## config.mk

```make
export PLATFORM = sky130hd
export DESIGN_NAME = ifid_hazard_reg
export DESIGN_NICKNAME = d
export VERILOG_FILES = /design/src/rtl/ifid_hazard_reg.sv
export SDC_FILE = /design/constraint.sdc
export NUM_CORES = 1
export LEC_CHECK = 0
export CAP_MARGIN = 20
export CORE_ASPECT_RATIO = 0.75
export CORE_MARGIN = 2
export CORE_UTILIZATION = 35
export CTS_CLUSTER_SIZE = 16
export DETAILED_ROUTE_END_ITERATION = 7
export PLACE_DENSITY_LB_ADDON = 0.15
export SKIP_CTS_REPAIR_TIMING = 1
export SLEW_MARGIN = 40
export SYNTH_ARGS = -nofsm -noshare
export SYNTH_HDL_FRONTEND = slang
export SYNTH_SLANG_ARGS = --single-unit
export TNS_END_PERCENT = 30
```

## constraint.sdc

```tcl
create_clock -name clk -period 1.6 [get_ports clk]
set_clock_uncertainty 0.1 [all_clocks]
set_input_delay 0.32 -clock clk [delete_from_list [all_inputs] [get_ports clk]]
set_output_delay 0.32 -clock clk [all_outputs]
set_load 0.03 [all_outputs]
```

## src/rtl/ifid_hazard_reg.sv

```systemverilog
// IF/ID pipeline register with load-use stall, branch flush,
// fixed CALL/RET bubble run and sticky HLT.
//
// Ports:
//   clk, rst            rising-edge clock, async active-high reset
//   instr_in, PC_in     fetched instruction and its PC+1
//   stall, flush        load-use hold / EX redirect squash
//   instr_out, PC_out   register contents to decode
//   valid_out           0 when instr_out is a bubble
//   PC_hazard_out       high while bubbles follow a CALL/RET
//   fetch_hold          freeze the PC register this cycle
//   halted              HLT reached; sticky until reset
module ifid_hazard_reg #(
  parameter int          CTRL_HOLD = 3,
  parameter logic [15:0] NOP_INSTR = 16'h0000
) (
  input  logic        clk,
  input  logic        rst,
  input  logic [15:0] instr_in,
  input  logic [15:0] PC_in,
  input  logic        stall,
  input  logic        flush,
  output logic [15:0] instr_out,
  output logic [15:0] PC_out,
  output logic        valid_out,
  output logic        PC_hazard_out,
  output logic        fetch_hold,
  output logic        halted
);

  typedef enum logic [1:0] {
    RUN  = 2'd0,
    HOLD = 2'd1,
    HALT = 2'd2
  } state_t;

  localparam logic [3:0] OP_CALL = 4'b1101;
  localparam logic [3:0] OP_RET  = 4'b1110;
  localparam logic [3:0] OP_HLT  = 4'b1111;
  localparam logic [3:0] HOLD_INIT = 4'(CTRL_HOLD - 1);

  state_t      state;
  state_t      state_n;
  logic [3:0]  cnt;
  logic [3:0]  cnt_n;
  logic [3:0]  opc;
  logic        ctl;
  logic        hlt;
  logic        do_bubble;
  logic        do_load;

  assign opc = instr_out[15:12];
  assign ctl = valid_out & ((opc == OP_CALL) | (opc == OP_RET));
  assign hlt = valid_out & (opc == OP_HLT);

  always_comb begin
    state_n   = state;
    cnt_n     = cnt;
    do_bubble = 1'b0;
    do_load   = 1'b0;
    case (state)
      RUN: begin
        if (flush) begin
          do_bubble = 1'b1;
        end else if (ctl & ~stall) begin
          do_bubble = 1'b1;
          state_n   = HOLD;
          cnt_n     = HOLD_INIT;
        end else if (hlt & ~stall) begin
          do_bubble = 1'b1;
          state_n   = HALT;
        end else if (~stall) begin
          do_load = 1'b1;
        end
      end
      HOLD: begin
        // stall is irrelevant here: only bubbles sit in IF/ID
        if (flush) begin
          do_bubble = 1'b1;
          state_n   = RUN;
          cnt_n     = 4'd0;
        end else if (cnt == 4'd0) begin
          do_load = 1'b1;
          state_n = RUN;
        end else begin
          do_bubble = 1'b1;
          cnt_n     = cnt - 4'd1;
        end
      end
      default: begin
        do_bubble = 1'b1;
      end
    endcase
  end

  always_ff @(posedge clk or posedge rst) begin
    if (rst) begin
      state     <= RUN;
      cnt       <= 4'd0;
      instr_out <= NOP_INSTR;
      PC_out    <= 16'd0;
      valid_out <= 1'b0;
    end else begin
      state <= state_n;
      cnt   <= cnt_n;
      if (do_bubble) begin
        instr_out <= NOP_INSTR;
        PC_out    <= PC_in;
        valid_out <= 1'b0;
      end else if (do_load) begin
        instr_out <= instr_in;
        PC_out    <= PC_in;
        valid_out <= 1'b1;
      end
    end
  end

  // ctl/hlt freeze fetch while the CALL/RET/HLT is still in IF/ID
  // so the younger instruction behind it is not dropped.
  assign fetch_hold = stall
                    | ((state == RUN) & (ctl | hlt))
                    | ((state == HOLD) & (cnt != 4'd0) & ~flush)
                    | (state == HALT);

  assign PC_hazard_out = (state == HOLD);
  assign halted        = (state == HALT);

endmodule

```

Word level (Yosys, flattened, before mapping)
Index checks and enable logic that the tools add are counted.
{ "word_totals": {"regBits": 39, "latch_bits": 0, "ramBits": 0, "rom_bits": 0, "in_bits": 36, "output_inout_bits": 36, "wordCells": 67, "n_memories": 0} }
{ "classes": {"addsub": 1, "mul": 0, "div_mod_pow": 0, "magnitude_cmp": 0, "n_eq_ne": 10, "shifts": 0, "n_mux": 30, "bitwise": 14, "reduce_logical": 7} }
{ "op_table": {"columns": ["cell", "count"], "rows": [
  ["$mux 16", 4],
  ["$mux 4", 4],
  ["$mux 1", 13],
  ["$eq 4x4->1 const B", 3],
  ["$mux 2", 5],
  ["$pmux 4 s2", 1],
  ["$reduce_and 4->1", 2],
  ["$and 1x1->1", 7],
  ["$ne 3x3->1 const B", 2],
  ["$or 1x1->1", 5],
  ["$logic_not 4->1", 1],
  ["$ne 2x2->1 const B", 2],
  ["$pmux 1 s2", 2],
  ["$pmux 2 s2", 1],
  ["$reduce_bool 2->1", 2],
  ["$reduce_bool 4->1", 1],
  ["$sub 4x1->4 const B", 1],
  ["$ne 3x2->1 const B", 1],
  ["$eq 2x1->1 const B", 1],
  ["$eq 2x2->1 const B", 1],
  ["$logic_not 2->1", 1],
  ["$not 1->1", 2]
]} }

Depth between registers and ports, before layout
Gate-level depths: netlist (run 1).
{ "logic_depth": {"ltp_word": 9, "mapped_depth": 7, "depth_no_buf": 6} }

Worst setup path after synthesis (run 1)
OpenSTA, ideal clock, no wires.
{ "synth_timing": {"kind": "register -> register", "from": "reg cnt[0]", "to": "reg cnt[1]", "setup_time_ns": 0.125, "arrival_time_ns": 1.552, "t_required_ns": 1.375, "path_slack_ns": -0.177, "stages_incl_launch_ff": 7, "n_path_buf": 0, "cell_sequence": "dfrtp_1 > inv_1 > ha_1 > nor3b_4 > nand2_1 > a22oi_1 > mux2_2"} }
{ "synth_via": {"elab_chain_len": 4, "word_cells_on_any_way": 7, "cone_classes": "add/sub: 1; eq/ne: 1; mux: 3; reduce/logical: 2"} }
{ "synth_rtl": {"columns": ["element", "line", "text"], "rows": [
  ["from (decl)", "44", "logic [3:0] cnt;"],
  ["from (signal assigned)", "105", "cnt <= cnt_n;"],
  ["$sub 4x1->4", "87", "cnt_n = cnt - 4'd1;"],
  ["$mux 4", "82", "end else if (cnt == 4'd0) begin"],
  ["$mux 4", "78", "if (flush) begin"],
  ["$pmux 4 s2", "61", "case (state)"]
]} }
Parallel ways exist; a longest one is shown, timed or not. The select of a mux whose other input is x is not followed.
A chain may end at the register's enable or synchronous reset.

Worst setup path after layout (run 1)
{ "layout_timing": {"from": "reg cnt[1]", "to": "out fetch_hold"} }
{ "layout_via": {"elab_chain_len": 5} }
{ "layout_rtl": {"columns": ["element", "line", "text"], "rows": [
  ["$reduce_bool 4->1", "122", "| ((state == HOLD) & (cnt != 4'd0) & ~flush)"],
  ["$and 1x1->1 (2 in a row)", "122", null],
  ["$or 1x1->1", "122", null],
  ["$or 1x1->1", "123", "| (state == HALT);"],
  ["to (decl)", "27", "output logic fetch_hold,"]
]} }
No other way between the ends.

==> flow_metrics.py, run 1 <==
metrics = {
    "status": {
        "status": "finished with violations",
        "violations": "setup timing",
    },
    "grt": {
        "track_usage_pct": 15.2,
        "overflow": 0,
        "grt_pass1_vias": 1393,
        "grt_start_max_net_pins": 40,
        "grt_pass1_wl_mm": 6.69,
        "antenna_found_initial": 0,
    },
    "sta": {
        "slew_viol_final": 0,
        "tns_ps": -4720,
        "slew_headroom_pct": 70.8,
        "final.min_clock_period_ps": 1930,
        "fmax_mhz": 518,
        "layout_worst_path_cycle_share_pct": 121,
        "finalHoldViolCount": 0,
        "finalSetupViolations": 36,
        "rsz0062_at_grt": "yes",
        "worst_slack_ps": -330,
        "hold-worst-slack_ps": 302,
        "worst_slew_pin_slew_ps": 434,
    },
    "finish": {
        "n_fill_cell": 359,
        "n_antenna_cell": 0,
        "final_nets": 259,
        "seq_area_sq_um": 976,
        "multiInputGateArea_sq_um": 671,
        "syn2layout_area_growth_pct": 69.5,
        "instances_no_fill": 280,
        "drive_gt1_share_pct": 31.8,
    },
    "clock_network": {
        "clk_transition_reported_paths_ps": 70,
        "clkLatencyLatePin_ps": 280,
        "cts_made_buffers": 5,
        "cts-root-buf": "clkbuf_8",
        "cts_max_level": 2,
        "clockBufferDepth": 2,
        "cts_tree": "done",
        "cts_sinks": 39,
    },
    "drt": {
        "num_vias": 1406,
        "drc": 0,
        "avgViaCountPerCell": 5.02,
        "drtPass1Iterations": 4,
        "totalWireLength_mm": 4.30,
        "drt_iter0_drc": 39,
        "ant_nets": 0,
        "wl_per_cell_um": 15.3,
    },
    "pwr": {
        "p_seq_share_pct": 42.3,
        "power_density_nw_per_um2": 883,
        "p_comb_share_pct": 20.5,
        "power.switching_uw": 612,
        "ir_worst_vdd_mv": 0.545,
        "clockPowerShare_pct": 37.2,
        "intPower_mw": 1.94,
        "p_leak_nw": 1.68,
        "netSwitchingFraction_pct": 24.0,
    },
    "synth": {
        "synth-seq-cells": 39,
        "syn_inst": 128,
        "syn_area_sq_um": 1710,
        "ys.warnings.count": 0,
        "synth_cell_types": 33,
        "synth_nets": 165,
        "ys_seq_area_share_pct": 57.1,
        "synth_area_per_cell_sq_um": 13.3,
    },
    "worst_setup_path": {
        "cp-start-kind": "flip-flop",
        "slowest_stage": "dfrtp_1",
        "crit_fanout": 3,
        "reg2regPathDepth": 9,
        "cp_cell_sequence": "inv_1 -> ha_2 -> nor3b_4 -> o31ai_2 -> a21o_1 -> buf_6",
        "crit_buf_inv": 2,
        "r2r-start": "cnt[1]",
        "startpoint": "cnt[1]",
        "reg2reg_setup_slack_ps": -240,
        "path_class": "flip-flop to output pin",
        "r2r-end": "instr_out[7]",
        "cp.required_ps": 1180,
        "cp-end-kind": "output pin",
        "max_stage_delay_ps": 380,
        "endpoint": "fetch_hold",
        "cp_top_family": "flip-flops",
        "arrival_ps": 1510,
        "path_depth": 6,
    },
    "placed_design": {
        "placedCellCount": 265,
        "gp_congestion": 0.756,
        "pre_cts_ws_ps": -374,
        "io_buffers": 71,
        "dp_hpwl_mm": 3.06,
    },
    "floorplanning": {
        "die_area_sq_um": 5460,
        "die_h_um": 64.5,
        "initial_core_util_pct": 37.4,
        "num_io_pins": 72,
        "rows": 21,
        "core_area_sq_um": 4570,
        "fp.dieW_um": 84.7,
    },
    "min_path": {
        "hold_class": "input port to async pin",
    },
    "flow_run": {
        "maxCapViolCount": 0,
    },
}
-- Yosys cell counts --
master	number	share of area, %
o31ai_1	1	0.44
o21bai_1	1	0.44
o21ai_0	2	0.59
a22oi_2	1	0.73
a22oi_1	2	0.88
nor2b_1	2	0.73
buf_6	4	2.6
a21oi_1	1	0.29
nor3b_4	1	1.1
nor3_1	3	0.88
mux2_2	16	11
nor4_2	1	0.73
and3_1	1	0.37
inv_1	5	1.1
a21o_1	2	0.88
a41o_1	1	0.59
dfrtp_1	39	57
nor3_4	1	0.95
clkbuf_1	1	0.22
xnor2_1	1	0.51
nand3_1	1	0.29
a21o_2	1	0.51
o2111ai_1	1	0.51
a22o_2	10	5.9
a32o_1	3	1.8
mux2_1	1	0.66
nor2_1	7	1.5
a22o_1	6	3.1
buf_2	3	0.88
ha_1	1	0.73
mux2i_1	1	0.59
nand2_1	5	1.1
or3_1	2	0.73
-- kinds of logic after synthesis --
family,Yosys count,share of synthesized area (%)
xor gates and xnor gates,1,0.513
and+or+nand+nor,24,8.43
buffers and inverters,13,4.83
muxes,18,11.8
AOI/OAI and AO/OA,32,16.6
adders and majority gates,1,0.732
DFF,39,57.1
-- worst min path at each step --
stage / to / cells after the start
6_report: PC_out[0] / 3
3_3_place_gp: PC_out[8] / 1
5_1_grt: PC_out[2] / 3
3_5_place_dp: PC_out[8] / 1
4_1_cts: PC_out[15] / 3
2_1_floorplan: PC_out[8] / 1
-- per-layer routing --
layer	part of all wire, %	up-vias	global-route usage (%)
li1	-	655	-
met1	42	687	19.4
met2	49	60	25.1
met3	7.7	4	6.11
met4	0.93	0	2.58
met5	0	-	0
-- sequential cells by signal, indices dropped and copies added, names as in the netlist --
signal	count
instr_out	16
PC_out	16
valid_out	1
cnt	4
state	2
-- metrics by stage --
step	power (mW)	area (sq um)	utilization, %
after detailed placement	1.62	2580	56.4
after global routing	2.67	2890	63.3
after floorplan	1.35	1720	-
after CTS	2.58	2710	59.3
after global placement	1.60	2580	56.4
final	2.55	2890	63.3
-- cell usage in the layout, fill, tap and decap left out, types with 2 or more instances in the layout --
master / netlist / routed
a22oi_2: 1 / 2
a22o_1: 6 / 6
nor2_1: 7 / 7
buf_6: 4 / 5
inv_1: 5 / 4
clkbuf_8: 0 / 5
dlymetal6s2s_1: 0 / 34
buf_12: 0 / 3
a32o_1: 3 / 3
or3_1: 2 / 2
nand2_1: 5 / 4
buf_4: 0 / 19
mux2_2: 16 / 15
nor3_1: 3 / 3
o21ai_0: 2 / 2
bufinv_16: 0 / 2
a22o_2: 10 / 10
dfrtp_1: 39 / 39
clkdlybuf4s50_1: 0 / 34
a21o_1: 2 / 2
-- cell type report --
class | count | share of cell area (%)
Clock buffer | 6 | 2.51
Clock inverter | 2 | 2.08
Inverter | 5 | 0.649
Multi-Input combinational cell | 76 | 23.2
Sequential cell | 39 | 33.7
Tap cell | 57 | 2.46
Timing Repair Buffer | 95 | 35.4
-- worst min-delay path: stages --
cell	delay (ps)
clkdlybuf4s50_1	400
inv_1	90
buf_12	230
-- power groups by stage --
stage                     logic, mW  clock network (mW)  registers, mW
after floorplan               0.137                   0           1.22
after global placement        0.506                   0           1.10
after detailed placement      0.515                   0           1.10
after CTS                     0.516               0.982           1.08
after global routing          0.555                1.03           1.09
final                         0.523               0.950           1.08
Note: power is estimated with default switching activity, not from simulation.
==> run 2, diff against run 1 <==
==> constraint.sdc (replaced) <==
create_clock -name clk -period 1.6 [get_ports clk]
set_clock_uncertainty 0.1 [all_clocks]
set_input_delay 0.16 -clock clk [delete_from_list [all_inputs] [get_ports clk]]
set_output_delay 0.16 -clock clk [all_outputs]
set_load 0.03 [all_outputs]
==> run 2 against run 1 <==
- the flow still finishes with violations (setup timing)
- critical path depth increased by 1
- cell area grew 0.22%
- global-route usage grew 0.35 points
- clock power decreased by 38%
- clock-buffer cell count unchanged
- flip-flop and latch count did not move
- non-clock buffer count unchanged
- worst setup slack better by 31 ps
- sequential power about the same
- power fell by 13%
- cell count fell by 0.71%
- utilization is 0.14 points higher
- largest cell class unchanged
==> flow_metrics.py, run 2 (same netlist as run 1, synthesis figures left out) <==
metrics = {
    "status": {
        "status": "finished with violations",
        "violations": "setup timing",
    },
    "grt": {
        "overflow": 0,
        "grt_pass1_vias": 1408,
        "grt_start_max_net_pins": 40,
        "track_usage_pct": 15.6,
        "antenna_found_initial": 0,
        "grt_pass1_wl_mm": 6.71,
    },
    "floorplanning": {
        "die_h_um": 64.5,
        "die_area_sq_um": 5460,
        "fp.dieW_um": 84.7,
        "core_area_sq_um": 4570,
        "num_io_pins": 72,
        "initial_core_util_pct": 37.4,
        "rows": 21,
    },
    "pwr": {
        "power_density_nw_per_um2": 764,
        "p_leak_nw": 1.64,
        "ir_worst_vdd_mv": 0.465,
    },
    "worst_setup_path": {
        "startpoint": "cnt[0]",
        "r2r-end": "cnt[1]",
        "crit_fanout": 3,
        "endpoint": "fetch_hold",
        "path_depth": 7,
        "max_stage_delay_ps": 380,
        "cp.required_ps": 1340,
        "crit_buf_inv": 3,
        "cp_cell_sequence": "inv_1 -> ha_2 -> nor3b_4 -> buf_6 -> o31ai_2 -> a21o_1 -> buf_6",
        "path_class": "flip-flop to output pin",
        "cp_top_family": "flip-flops",
        "reg2reg_setup_slack_ps": -220,
        "cp-end-kind": "output pin",
        "cp-start-kind": "flip-flop",
        "r2r-start": "cnt[0]",
        "slowest_stage": "dfrtp_1",
        "reg2regPathDepth": 7,
        "cpMostUsedCell": "buf_6",
        "arrival_ps": 1640,
    },
    "finish": {
        "final_area_sq_um": 2900,
        "n_fill_cell": 350,
        "drive_gt1_share_pct": 30.3,
        "instances_no_fill": 278,
        "multiInputGateArea_sq_um": 732,
        "syn2layout_area_growth_pct": 69.8,
        "layout_commonest_cell": "clkdlybuf4s50_1",
        "n_antenna_cell": 0,
        "final_nets": 259,
        "seq_area_sq_um": 976,
        "mostFrequentLayoutCells": "41 x clkdlybuf4s50_1, 39 x dfrtp_1, 27 x dlymetal6s2s_1, 19 x buf_4, 16 x mux2_2",
        "reg_top3": "PC_out (16), instr_out (16), cnt (4)",
    },
    "placed_design": {
        "gp_congestion": 0.811,
        "pre_cts_ws_ps": -337,
        "dp_hpwl_mm": 2.97,
        "placedCellCount": 267,
        "io_buffers": 71,
        "place_area_sq_um": 2610,
    },
    "clock_network": {
        "cts_tree": "done",
        "cts_made_buffers": 5,
        "cts_max_level": 2,
        "cts-root-buf": "clkbuf_8",
        "cts_sinks": 39,
        "clkLatencyLatePin_ps": 280,
        "clk_transition_reported_paths_ps": 70,
        "clockBufferDepth": 2,
    },
    "sta": {
        "final.min_clock_period_ps": 1900,
        "worst_slack_ps": -299,
        "finalSetupViolations": 19,
        "worst_slew_pin_slew_ps": 416,
        "finalHoldViolCount": 0,
        "layout_worst_path_cycle_share_pct": 119,
        "tns_ps": -3260,
        "slew_viol_final": 0,
        "slew_headroom_pct": 72.0,
        "rsz0062_at_grt": "yes",
        "fmax_mhz": 527,
    },
    "drt": {
        "drc": 0,
        "ant_nets": 0,
        "wl_per_cell_um": 14.9,
        "drtPass1Iterations": 3,
        "num_vias": 1372,
        "avgViaCountPerCell": 4.94,
        "totalWireLength_mm": 4.14,
        "drt_iter0_drc": 19,
    },
    "flow_run": {
        "maxCapViolCount": 0,
    },
    "min_path": {
        "hold_class": "input port to async pin",
    },
}
-- run 2: changes by cell type in the layout (fill, tap and decap cells not counted), moves of 2 or more --
cell,delta
a22o_4,+9
a22o_2,-9
buf_6,-2
dlymetal6s2s_1,-7
bufinv_16,-2
clkdlybuf4s50_1,+7
-- run 2: metal layers --
metal	track usage, %	vias to the layer above	routed length [um]
met5	0	-	0
met4	4.76	0	42
met3	4.97	7	288
met2	24.1	48	2020
met1	21.1	661	1790
li1	-	656	-
-- run 2: worst register-to-register path, stage by stage, from the launching register on --
cell	delay (ps)
dfrtp_1	380
inv_1	60
ha_2	180
nor3b_4	250
buf_4	160
nand2_1	50
a22oi_2	160
mux2_2	350
-- run 2: worst min-delay path by stage --
stage / start / endpoint / slack (ps) / cells past startpoint
finish: rst / PC_out[15] / 140 / 3
global route: rst / PC_out[15] / 160 / 3
CTS: rst / PC_out[15] / 150 / 3
detailed placement: instr_out[6] / instr_out[6] / 390 / 1
floorplan: PC_in[8] / PC_out[8] / 190 / 1
global placement: PC_out[8] / PC_out[8] / 380 / 1
-- run 2: layout make-up --
cell class,instances,area share (%)
timing repair buffer,95,35.5
sequential,39,33.6
multi-input combinational,76,25.2
clock buffer,6,2.50
tap,57,2.46
inverter,5,0.647
-- run 2: through the flow --
stage          power (mW)  hold WS [ps]  utilization [%]
3_5_place_dp         1.62           392             57.0
5_1_grt              2.34           156             63.4
2_1_floorplan        1.35           192                -
6_report             2.22           143             63.4
3_3_place_gp         1.61           376             57.0
4_1_cts              2.22           155             58.6
-- run 2: power by group --
| group | leakage, nW | internal (mW) | switching [mW] | total (mW) |
|---|---|---|---|---|
| clock network | 0.0371 | 0.290 | 0.299 | 0.589 |
| logic | 1.10 | 0.289 | 0.255 | 0.544 |
| registers | 0.495 | 1.05 | 0.0369 | 1.08 |
| total | 1.64 | 1.63 | 0.590 | 2.22 |
==> run 3, diff against run 2 <==
--- a/config.mk
+++ b/config.mk
@@ -5,13 +5,14 @@
 export SDC_FILE = /design/constraint.sdc
 export NUM_CORES = 1
 export LEC_CHECK = 0
+export ABC_CLOCK_PERIOD_IN_PS = 1600
 export CAP_MARGIN = 20
 export CORE_ASPECT_RATIO = 0.75
-export CORE_MARGIN = 2
 export CORE_UTILIZATION = 35
 export CTS_CLUSTER_SIZE = 16
 export DETAILED_ROUTE_END_ITERATION = 7
 export PLACE_DENSITY_LB_ADDON = 0.15
+export RECOVER_POWER = 25
 export SKIP_CTS_REPAIR_TIMING = 1
 export SLEW_MARGIN = 40
 export SYNTH_ARGS = -nofsm -noshare
==> run 3 against run 2 <==
- the run still ends with setup timing left
- first-iteration DRC count is 150% higher
- largest cell class unchanged
- utilization is 1.4 points lower
- die area is 5.4% lower
- cell count stayed put
==> flow_metrics.py, run 3 (same netlist as run 1, synthesis figures left out) <==
metrics = {
    "status": {
        "status": "finished with violations",
        "violations": "setup timing",
    },
    "pwr": {
        "p_comb_share_pct": 21.5,
        "intPower_mw": 1.78,
        "netSwitchingFraction_pct": 26.5,
        "ir_worst_vdd_mv": 0.487,
        "p_leak_nw": 1.61,
        "power.switching_uw": 640,
        "total_power_mw": 2.42,
        "p_seq_share_pct": 44.6,
        "power_density_nw_per_um2": 852,
        "clockPowerShare_pct": 33.8,
    },
    "drt": {
        "wl_per_cell_um": 15.3,
        "drc": 0,
        "drt_iter0_drc": 47,
        "num_vias": 1427,
        "ant_nets": 0,
        "avgViaCountPerCell": 5.13,
        "totalWireLength_mm": 4.26,
        "drtPass1Iterations": 4,
    },
    "min_path": {
        "hold_class": "input port to flip-flop",
    },
    "sta": {
        "finalSetupViolations": 20,
        "rsz0062_at_grt": "yes",
        "slew_headroom_pct": 35.8,
        "fmax_mhz": 507,
        "finalHoldViolCount": 0,
        "worst_slack_ps": -373,
        "layout_worst_path_cycle_share_pct": 123,
        "slew_viol_final": 0,
        "final.min_clock_period_ps": 1970,
        "worst_slew_pin_slew_ps": 963,
        "hold-worst-slack_ps": 357,
    },
    "worst_setup_path": {
        "cpMostUsedCell": "buf_6",
        "max_stage_delay_ps": 380,
        "cp_top_family": "flip-flops",
        "crit_fanout": 4,
        "cp-end-kind": "output pin",
        "cp_cell_sequence": "inv_1 -> ha_2 -> nor3b_4 -> buf_6 -> o31ai_2 -> a21o_1 -> buf_6",
        "cp-start-kind": "flip-flop",
        "arrival_ps": 1710,
        "crit_buf_inv": 3,
        "slowest_stage": "dfrtp_1",
        "cp.required_ps": 1340,
        "path_class": "flip-flop to output pin",
    },
    "grt": {
        "grt_pass1_vias": 1435,
        "overflow": 0,
        "track_usage_pct": 17.6,
        "grt_start_max_net_pins": 40,
        "antenna_found_initial": 0,
        "grt_pass1_wl_mm": 6.68,
    },
    "floorplanning": {
        "initial_core_util_pct": 37.4,
        "core_area_sq_um": 4570,
        "num_io_pins": 72,
        "rows": 21,
        "fp.dieW_um": 82.7,
        "die_h_um": 62.5,
        "die_area_sq_um": 5170,
    },
    "clock_network": {
        "clk_transition_reported_paths_ps": 70,
        "cts-root-buf": "clkbuf_8",
        "clockBufferDepth": 2,
        "cts_made_buffers": 5,
        "cts_max_level": 2,
        "cts_sinks": 39,
        "cts_tree": "done",
        "clkLatencyLatePin_ps": 290,
    },
    "finish": {
        "utilization_pct": 62.0,
        "syn2layout_area_growth_pct": 66.1,
        "final_nets": 257,
        "drive_gt1_share_pct": 32.1,
        "instances_no_fill": 278,
        "mostFrequentLayoutCells": "39 x dfrtp_1, 36 x clkdlybuf4s50_1, 31 x dlymetal6s2s_1, 19 x buf_4, 15 x mux2_2",
        "reg_top3": "PC_out (16), instr_out (16), cnt (4)",
        "n_fill_cell": 361,
        "n_antenna_cell": 0,
        "final_area_sq_um": 2840,
        "layout_commonest_cell": "dfrtp_1",
    },
    "placed_design": {
        "dp_hpwl_mm": 3.02,
        "place_area_sq_um": 2590,
        "placedCellCount": 265,
        "gp_congestion": 0.817,
        "io_buffers": 71,
    },
    "flow_run": {
        "maxCapViolCount": 0,
    },
}
==> run 3: cell types whose count changed in the layout (fill, tap and decap cells not counted), moves of 2 or more <==
| cell | before | now |
|---|---|---|
| a22o_2 | 1 | 10 |
| dlymetal6s2s_1 | 27 | 31 |
| a22o_4 | 9 | 0 |
| buf_12 | 4 | 2 |
| clkdlybuf4s50_1 | 41 | 36 |
==> run 3: worst paths after layout <==
check	startpoint	cells after the start	slack, ps	endpoint
min in group asynchronous	rst	3	510	PC_out[0]
setup / recovery	cnt[0]	7	-370	fetch_hold
hold / removal	PC_in[8]	2	360	PC_out[8]
hold reg to reg	PC_out[8]	1	390	PC_out[8]
setup reg to reg	cnt[0]	7	-260	cnt[1]
max in group asynchronous	rst	3	290	valid_out
==> run 3: per-stage QoR <==
| stage | TNS (ps) | worst slack (ps) |
|---|---|---|
| after floorplan | -1530 | -132 |
| after global placement | -2800 | -118 |
| after detailed placement | -4500 | -174 |
| after CTS | -3430 | -491 |
| after global routing | -6090 | -457 |
| final | -3770 | -373 |
==> run 3: final cells by class <==
cell class,instances,area (sq um),area share (%)
tap,57,71.3,2.51
timing repair buffer,93,980,34.5
multi-input combinational,76,678,23.9
clock inverter,3,43.8,1.54
inverter,5,18.8,0.662
sequential,39,976,34.4
clock buffer,5,68.8,2.43
==> run 3: metal layers <==
metal	up-vias	wire length (um)	share of wire, %	GRT usage, %
met5	-	0	0	0
met4	0	79	1.9	9.91
met3	10	396	9.3	6.42
met2	69	1940	45	26.1
met1	695	1850	43	21.9
li1	653	-	-	-
==> run 3: power by group through the flow <==
stage                     Clock (mW)  Sequential [mW]  Combinational (mW)
after floorplan                    0             1.22               0.137
after global placement             0             1.10               0.512
after detailed placement           0             1.10               0.521
after CTS                      0.846             1.08               0.523
after global routing           0.890             1.09               0.552
final                          0.818             1.08               0.520
